`config.mk`:
```
export PLATFORM = sky130hd
export DESIGN_NAME = dma_request_sequencer
export DESIGN_NICKNAME = d
export VERILOG_FILES = /design/src/rtl/dma_pkg.sv /design/src/rtl/dma_rr_arbiter.sv /design/src/rtl/dma_request_sequencer.sv
export SDC_FILE = /design/constraint.sdc
export NUM_CORES = 1
export LEC_CHECK = 0
export BUFFER_PORTS_ARGS = -buffer_cell sky130_fd_sc_hd__buf_2
export CAP_MARGIN = 10
export CORE_AREA = 2 2 136 125
export CTS_CLUSTER_DIAMETER = 30
export DETAILED_ROUTE_END_ITERATION = 6
export DIE_AREA = 0 0 138 127
export PLACE_DENSITY = 0.78
export SKIP_LAST_GASP = 1
export SYNTH_ARGS = -nofsm -noshare
export SYNTH_HDL_FRONTEND = slang
export SYNTH_SLANG_ARGS = --single-unit
```
`constraint.sdc`:
```
create_clock -name clk -period 6.7 [get_ports clk]
set_input_delay 0.335 -clock clk [delete_from_list [all_inputs] [get_ports clk]]
set_output_delay 0.335 -clock clk [all_outputs]
set_load 0.01 [all_outputs]
```
`src/rtl/dma_pkg.sv`:
```
// Shared types and constants for the DMA request sequencer.
package dma_pkg;

    localparam int NCH    = 4;
    localparam int AW_DEF = 16;

    typedef enum logic [2:0] {
        ST_IDLE,
        ST_REQ,
        ST_S1,
        ST_S2,
        ST_S3
    } dma_state_e;

    function automatic logic [1:0] oh2idx(input logic [NCH-1:0] oh);
        logic [1:0] idx;
        idx = '0;
        for (int i = 0; i < NCH; i++) begin
            if (oh[i]) idx = 2'(i);
        end
        return idx;
    endfunction

endpackage

```
`src/rtl/dma_rr_arbiter.sv`:
```
// Rotating-priority channel selector; the served channel drops to lowest
// priority when update is pulsed.
module dma_rr_arbiter
    import dma_pkg::*;
(
    input  logic           clk,
    input  logic           reset,
    input  logic [NCH-1:0] req,
    input  logic           update,
    input  logic [NCH-1:0] served,
    output logic [NCH-1:0] grant
);

    logic [1:0] ptr_q;
    logic [1:0] ptr_d;
    logic [1:0] idx;
    logic       found;

    always_comb begin
        grant = '0;
        found = 1'b0;
        idx   = '0;
        for (int k = 0; k < NCH; k++) begin
            idx = ptr_q + 2'(k);
            if (!found && req[idx]) begin
                grant[idx] = 1'b1;
                found      = 1'b1;
            end
        end
    end

    always_comb begin
        ptr_d = ptr_q;
        if (update) ptr_d = oh2idx(served) + 2'd1;
    end

    always_ff @(posedge clk) begin
        if (!reset) ptr_q <= '0;
        else        ptr_q <= ptr_d;
    end

endmodule

```
`src/rtl/dma_request_sequencer.sv`:
```
// Four-channel single-transfer DMA request sequencer with hold/ack
// bus handshake and registered timing-stage outputs.
module dma_request_sequencer
    import dma_pkg::*;
#(
    parameter int AW = AW_DEF
) (
    input  logic           clk,
    input  logic           reset,
    input  logic [NCH-1:0] dreq,
    input  logic           hlda,
    input  logic           ready,
    input  logic           prog_we,
    input  logic [1:0]     prog_ch,
    input  logic [AW-1:0]  prog_addr,
    input  logic [AW-1:0]  prog_count,
    input  logic           prog_dir,
    output logic           hrq,
    output logic [NCH-1:0] dack,
    output logic [AW-1:0]  addr,
    output logic           wrflag,
    output logic           cs_n,
    output logic           tc,
    output logic           busy
);

    dma_state_e     state_q, state_d;
    logic [1:0]     act_q, act_d;
    logic [AW-1:0]  ch_addr_q [NCH];
    logic [AW-1:0]  ch_addr_d [NCH];
    logic [AW-1:0]  ch_cnt_q  [NCH];
    logic [AW-1:0]  ch_cnt_d  [NCH];
    logic [NCH-1:0] ch_dir_q, ch_dir_d;
    logic [NCH-1:0] en_q, en_d;

    logic           hrq_q, hrq_d;
    logic [NCH-1:0] dack_q, dack_d;
    logic [AW-1:0]  addr_q, addr_d;
    logic           wrflag_q, wrflag_d;
    logic           cs_n_q, cs_n_d;
    logic           tc_q, tc_d;
    logic           busy_q, busy_d;

    logic [NCH-1:0] req_v;
    logic [NCH-1:0] grant;
    logic           xfer;

    assign req_v = dreq & en_q;

    dma_rr_arbiter u_arb (
        .clk    (clk),
        .reset  (reset),
        .req    (req_v),
        .update (state_q == ST_S3),
        .served (NCH'(1) << act_q),
        .grant  (grant)
    );

    always_comb begin
        state_d  = state_q;
        act_d    = act_q;
        ch_addr_d = ch_addr_q;
        ch_cnt_d = ch_cnt_q;
        ch_dir_d = ch_dir_q;
        en_d     = en_q;

        unique case (state_q)
            ST_IDLE: if (|req_v) state_d = ST_REQ;
            ST_REQ: begin
                if (!(|req_v)) begin
                    state_d = ST_IDLE;
                end else if (hlda) begin
                    state_d = ST_S1;
                    act_d   = oh2idx(grant);
                end
            end
            ST_S1: state_d = hlda ? ST_S2 : ST_IDLE;
            ST_S2: begin
                if (!hlda)      state_d = ST_IDLE;
                else if (ready) state_d = ST_S3;
            end
            ST_S3: begin
                state_d          = ST_IDLE;
                ch_addr_d[act_q] = ch_addr_q[act_q] + AW'(1);
                ch_cnt_d[act_q]  = ch_cnt_q[act_q] - AW'(1);
                if (ch_cnt_q[act_q] == '0) en_d[act_q] = 1'b0;
            end
            default: state_d = ST_IDLE;
        endcase

        // The channel in flight is locked against reprogramming.
        if (prog_we && !(state_q != ST_IDLE && prog_ch == act_q)) begin
            ch_addr_d[prog_ch] = prog_addr;
            ch_cnt_d[prog_ch]  = prog_count;
            ch_dir_d[prog_ch]  = prog_dir;
            en_d[prog_ch]      = 1'b1;
        end

        xfer     = (state_d == ST_S1) || (state_d == ST_S2);
        hrq_d    = (state_d != ST_IDLE);
        busy_d   = (state_d != ST_IDLE);
        dack_d   = xfer ? (NCH'(1) << act_d) : '0;
        cs_n_d   = !xfer;
        addr_d   = addr_q;
        wrflag_d = wrflag_q;
        if (state_d == ST_S1) begin
            addr_d   = ch_addr_q[act_d];
            wrflag_d = ch_dir_q[act_d];
        end
        tc_d = (state_q == ST_S2) && (state_d == ST_S3) &&
               (ch_cnt_q[act_q] == '0);
    end

    always_ff @(posedge clk) begin
        if (!reset) begin
            state_q   <= ST_IDLE;
            act_q     <= '0;
            ch_addr_q <= '{default: '0};
            ch_cnt_q  <= '{default: '0};
            ch_dir_q  <= '0;
            en_q      <= '0;
            hrq_q     <= 1'b0;
            dack_q    <= '0;
            addr_q    <= '0;
            wrflag_q  <= 1'b0;
            cs_n_q    <= 1'b1;
            tc_q      <= 1'b0;
            busy_q    <= 1'b0;
        end else begin
            state_q   <= state_d;
            act_q     <= act_d;
            ch_addr_q <= ch_addr_d;
            ch_cnt_q  <= ch_cnt_d;
            ch_dir_q  <= ch_dir_d;
            en_q      <= en_d;
            hrq_q     <= hrq_d;
            dack_q    <= dack_d;
            addr_q    <= addr_d;
            wrflag_q  <= wrflag_d;
            cs_n_q    <= cs_n_d;
            tc_q      <= tc_d;
            busy_q    <= busy_d;
        end
    end

    assign hrq    = hrq_q;
    assign dack   = dack_q;
    assign addr   = addr_q;
    assign wrflag = wrflag_q;
    assign cs_n   = cs_n_q;
    assign tc     = tc_q;
    assign busy   = busy_q;

endmodule

```
* Word level (Yosys, flattened, before mapping)
Index checks and enable logic that the tools add are counted.
Operators by class: mux-type cells 71, add/subtract/negate cells 6, order comparisons 18, shift operators 2, bitwise operators 10, eq/ne operators 8, reductions and logical operators 27
Operators with widths (count):
- 64-bit bitwise mux | 4
- 64-bit two-way mux | 4
- 16-bit two-way mux | 8
- 16-bit binary-select mux with 2-bit select | 3
- 16-bit demux with 2-bit select | 2
- 4-bit two-way mux | 7
- 2-bit by 3-bit < comparator with 1-bit output (second input constant) | 7
- 2-bit two-way mux | 9
- 16-bit by 1-bit adder with 16-bit output (second input constant) | 1
- 16-bit logical NOT | 1
- 1-bit two-way mux | 16
- 4-bit OR | 4
- 16-bit by 1-bit subtractor with 16-bit output (second input constant) | 1
- 1-bit logical AND | 15
- 3-bit two-way mux | 5
- 1-bit demux with 2-bit select | 6
- 3-bit by 2-bit equality test with 1-bit output (second input constant) | 4
- 2-bit by 1-bit greater-or-equal comparator with 1-bit output (second input constant) | 6
- 3-bit case mux with 4 select lines | 1
- 1-bit binary-select mux with 2-bit select | 5
- 3-bit greater-or-equal comparator (second input constant) | 3
- 2-bit NOT with 3-bit output | 3
- 4-bit AND | 2
- 1-bit by 2-bit left shift with 4-bit output (first input constant) | 2
- 14 further kinds | 23
Word-level totals: logic and storage cells 161, input bits 44, register bits 167, output and inout bits 25

* Longest topological paths before layout
depth after elaboration 23, gate-level depth with buffers 13, gate-level depth less buffers 9

* Cells and area by module
From an unflattened synthesis, not the netlist that was laid out.
Second synthesis, totals: cells, all modules 1086, area, all modules 9591.7 um^2
Modules (own cells, without submodules):
- dma_request_sequencer | times used 1, cells an instance 1034, sequential area each 3303.2 um^2, area each 9151.3 um^2
- dma_rr_arbiter | times used 1, cells an instance 52, sequential area each 40.0 um^2, area each 440.4 um^2

* Worst setup path after synthesis
No wires, ideal clock.
path type flip-flop to flip-flop, start reg u_arb.ptr_q[0], end reg addr_q[0], in the netlist addr[0], setup time 116 ps, buffers on the path 3, arrival 3017 ps, stages on the path, launching flop included 13, setup slack 3567 ps, clock period less this slack 3133 ps, required time 6584 ps, path through dfxtp_1 -> clkbuf_1 -> inv_1 -> ha_1 -> clkbuf_1 -> nand3_1 -> o211a_1 -> a211oi_1 -> a22oi_2 -> nand3_1 -> buf_2 -> mux2_2 -> o211a_1
On the way: longest elaborated chain between the ends 22, elaborated cells on any way between the ends 57, those cells by class add/sub (3); order compare (8); mux (32); bitwise (4); reduce/logical (10)
Ends and longest elaborated chain:
- start: declaration | line dma_rr_arbiter.sv:14 | logic [1:0] ptr_q;
- start signal: assignment | line dma_rr_arbiter.sv:39 | else ptr_q <= ptr_d;
- branches (longest 11 deep; another with 2-bit by 3-bit < comparator with 1-bit output)
- 4-bit two-way mux * | line dma_rr_arbiter.sv:25 | if (!found && req[idx]) begin
- 1-bit two-way mux | line dma_pkg.sv:19 | if (oh[i]) idx = 2'(i);
- 2-bit two-way mux | line dma_pkg.sv:19
- 2-bit two-way mux * | line dma_pkg.sv:19
- 2-bit two-way mux * | line dma_request_sequencer.sv:72 | end else if (hlda) begin
- 2-bit two-way mux * | line dma_request_sequencer.sv:70 | if (!(|req_v)) begin
- 2-bit two-way mux * | line dma_request_sequencer.sv:67 | unique case (state_q)
- 2-bit NOT with 3-bit output (not written as such) * | line dma_request_sequencer.sv:107 | addr_d = ch_addr_q[act_d];
- 16-bit binary-select mux with 2-bit select * | line dma_request_sequencer.sv:107
- 16-bit two-way mux (not written as such) * (2 in series) | line dma_request_sequencer.sv:107
- end signal: assignment | line dma_request_sequencer.sv:138 | addr_q <= addr_d;
- end: declaration | line dma_request_sequencer.sv:38 | logic [AW-1:0] addr_q, addr_d;
Every way passes the cells marked *. The select of a mux whose other input is x is not followed. A chain may end at the register's enable or synchronous reset.

* Worst setup path after layout
start reg u_arb.ptr_q[0], end reg addr_q[7], in the netlist addr[7]
Same word-level chain as after synthesis.

==> results.md <==
- Via Count: around 9,000
- Sequential area share after synthesis: between 30% and 40%
- Unrepaired setup endpoints after global routing: no
- Status: completed
- Die H: between 100 and 150 um
- First-pass GRT wire length: about 46 mm
- Reg power frac: between 40% and 50%
- Number of synthesis warnings: 0
- Die area: 17,530 um^2
- Static Leak: just over 0.004 uW
- Max Transition Viols Final: 0
- Most common cell after layout, fill and taps aside: nor2_1
- Worst-path clk slew: roughly 60 ps
- DRC violations left: 0
- Total congestion overflow: 0
- Number of global-route vias before repair: around 8,600
- Reg2reg start: u_arb.ptr_q[0]
- Final period utilization: between 50% and 60%
- Initial Utilization: between 50 and 60%
- Hold Path Class: in2reg
- Worst Hold Path EP: ch_cnt_q[32]
- Synth area leaders: dfxtp_1 35%, nor2_1 6.7%, mux4_2 5.7%
- PnR Total Power: 2392 uW
- Worst Setup Path Type: reg2reg
- Placer congestion estimate: between 0.8 and 0.9
- Async set-reset flop share out of synthesis: 0%
- Layout cell share with drive strength beyond 1: ~15%
- Clock network fraction of design power: roughly 45%
- Antenna diodes: 0
- Num CTS Buffers: 17
- Final setup TNS: 0 ps
- Number of placed I/O pins: 69
- Die width: around 140 um
- Dominant cell type by area after synthesis: dfxtp_1
- EDFF count, synth: 0
- Fin. Hold Viols: 0
- Worst Path Required: approximately 7000 ps
- Power Dens Cells: between 200 and 250 nW/um^2
- R2r worst-path depth: 9
- DRT iter0 DRCs: 1,122
- CTS H-tree depth: 4
- Hold-fix buffers, CTS: 0
- Worst R2R End: addr[7]
- DR pass1 iterations: 5
- Period minus WS final: approximately 3800 ps
- GRT Util Overall: between 30% and 40%
- Initial antenna violation count: 0
- Main synth FF type: dfxtp_1
- Core ar.: roughly 16,000 um^2
- Register area: approximately 3300 um^2
- Design area: 10,520 um^2
- Clock Skews: approximately 8.9 ps
- #FFs+latches synth: about 170
- WL final: a little under 30 mm
- Fin cells: 1,340
- CTS tree: yes
- Post-DP HPWL: 17.73 mm
- Port Buffers: between 60 and 70
- Netlist area before placement: about 9500 um^2
- Yosys cell types: 60
- Combinational power share: approximately 11%
- DR WL/cell: roughly 22 um
- Largest net degree at the start of global routing: 99
- Setup Fix Bufs, Post-CTS: 0
- Psw: between 600 and 700 uW
- Hold path start: prog_count[0]
- Site Rows: between 40 and 50
- Crit. End Element: flip-flop
- Worst hold path depth: 3
- Synth top area share: between 30% and 40%
- Clk root buf: clkbuf_16
- Post-layout util: 65.89%
- CTS Buffer Depth: 2
- Startpoint Class: flip-flop
- Setup violators final: 0
- Slew margin rel.: 17.60%
- Multi-input gate area: 5731 um^2
- Syn Area/Cell: ~8.6 um^2
- Sw Ratio: around a quarter
- Max_cap viols: 0
- Fmax: between 200 and 300 MHz
- Dpl cell area: around 9900 um^2
- Sinks on Clock Net: roughly 170
- Worst ir drop on vdd: 0.0002276 V
- Final net count: between 1,000 and 1,500
- Fillcell total: 1,352
- P&R area growth vs syn: 10.97%
- Crit path max fanout: 15
- Measured slew at the worst slew-check pin: between 1000 and 1500 ps
- Placed cells: between 1,000 and 1,500
- Mapped Cells: ~1,100
- Critical path data arrival time: ~4100 ps
- Routed Antenna Nets: 0
- Clk Latency, worst-skew pair: 440 ps
- Flop-to-flop setup slack: 2940 ps
- Net Count, Synth: approximately 1,200
- Pint: between 1500 and 2000 uW
- Commonest cells after routing, fill and taps aside: 169 x nor2_1, 165 x dfxtp_1, 112 x nand2_1
- Routed vias/inst: between 6 and 7
- Post-CTS Resized: 0
metrics by stage:
step           setup WS (ps)  hold WS [ps]
3_3_place_gp            3154         454.6
5_1_grt                 2685         186.6
4_1_cts                 3026         178.2
3_5_place_dp            3040         458.6
6_report                2935         186.5
2_1_floorplan           3567         443.7
worst max-delay path by stage:
stage,from,endpoint,cells after the start
2_1_floorplan,u_arb.ptr_q[0],addr[0],12
3_3_place_gp,u_arb.ptr_q[0],addr[11],9
6_report,u_arb.ptr_q[0],addr[7],9
3_5_place_dp,u_arb.ptr_q[0],addr[7],9
5_1_grt,u_arb.ptr_q[0],addr[12],9
4_1_cts,u_arb.ptr_q[0],addr[12],9
sequential cells by signal, indices dropped and copies added, names as in the netlist:
| register | cells |
|---|---|
| dack | 4 |
| tc | 1 |
| cs_n | 1 |
| ch_cnt_q | 64 |
| addr | 16 |
| state_q | 3 |
| busy | 1 |
| u_arb.ptr_q | 2 |
| wrflag | 1 |
| en_q | 4 |
| act_q | 2 |
| ch_addr_q | 64 |
| ch_dir_q | 4 |
Yosys cell counts, types with 12 or more instances:
library cell,number
o21ai_0,26
a21oi_1,35
and2_1,18
dfxtp_1,167
nand4_1,12
nand3_1,14
nor2_1,169
o21a_1,13
nand2_1,112
clkbuf_1,76
mux2i_1,12
o211a_1,23
o211ai_1,57
o32ai_1,32
nor3_1,12
ha_1,15
and3_1,14
nor2b_1,33
o22ai_1,36
xnor2_1,21
mux4_2,24
a211oi_1,28
a21boi_0,24
layer usage:
layer  vias up  global-route usage [%]  wire (um)  part of all wire (%)
li1       4114                       -          -                     -
met1      4319                   43.20      11830                    40
met2       561                   53.26      13690                    46
met3        97                   7.571       2980                    10
met4         0                   14.71        977                   3.3
met5         -                       0          0                     0
power groups by stage:
stage	logic (uW)	clock network (uW)	registers, uW
floorplan	184	0	1060
global placement	254	0	1070
detailed placement	258	0	1070
CTS	260	1080	1050
global route	287	1120	1050
finish	266	1080	1050
final cells by class:
| type | instances | area share (%) |
|---|---|---|
| timing repair buffer | 90 | 4.829 |
| tap | 207 | 2.462 |
| sequential | 167 | 31.80 |
| multi-input combinational | 834 | 54.47 |
| clock buffer | 21 | 4.472 |
| inverter | 10 | 0.3568 |
| clock inverter | 11 | 1.606 |
cell families (layout without fill, tap and decap cells):
family / Yosys count / count (layout) / share of synthesized area, %
AND/OR/NAND/NOR: 414 / 414 / 20.14
AO/OA/AOI/OAI: 321 / 321 / 24.64
flip-flops: 167 / 167 / 35.26
buffers and inverters: 105 / 132 / 4.540
multiplexers: 56 / 56 / 10.77
XOR/XNOR: 28 / 28 / 2.666
adder cells (fa/ha/maj): 15 / 15 / 1.980
worst max-delay path: stages, from the launching register on:
cell and delay, ps:
dfxtp_1 550, inv_1 250, ha_1 510, mux2i_1 320, a211oi_1 170, a22oi_1 190, buf_4 270, and3_1 530
nand2_1 490, o211a_1 350
Power figures use the tool's default switching activity.
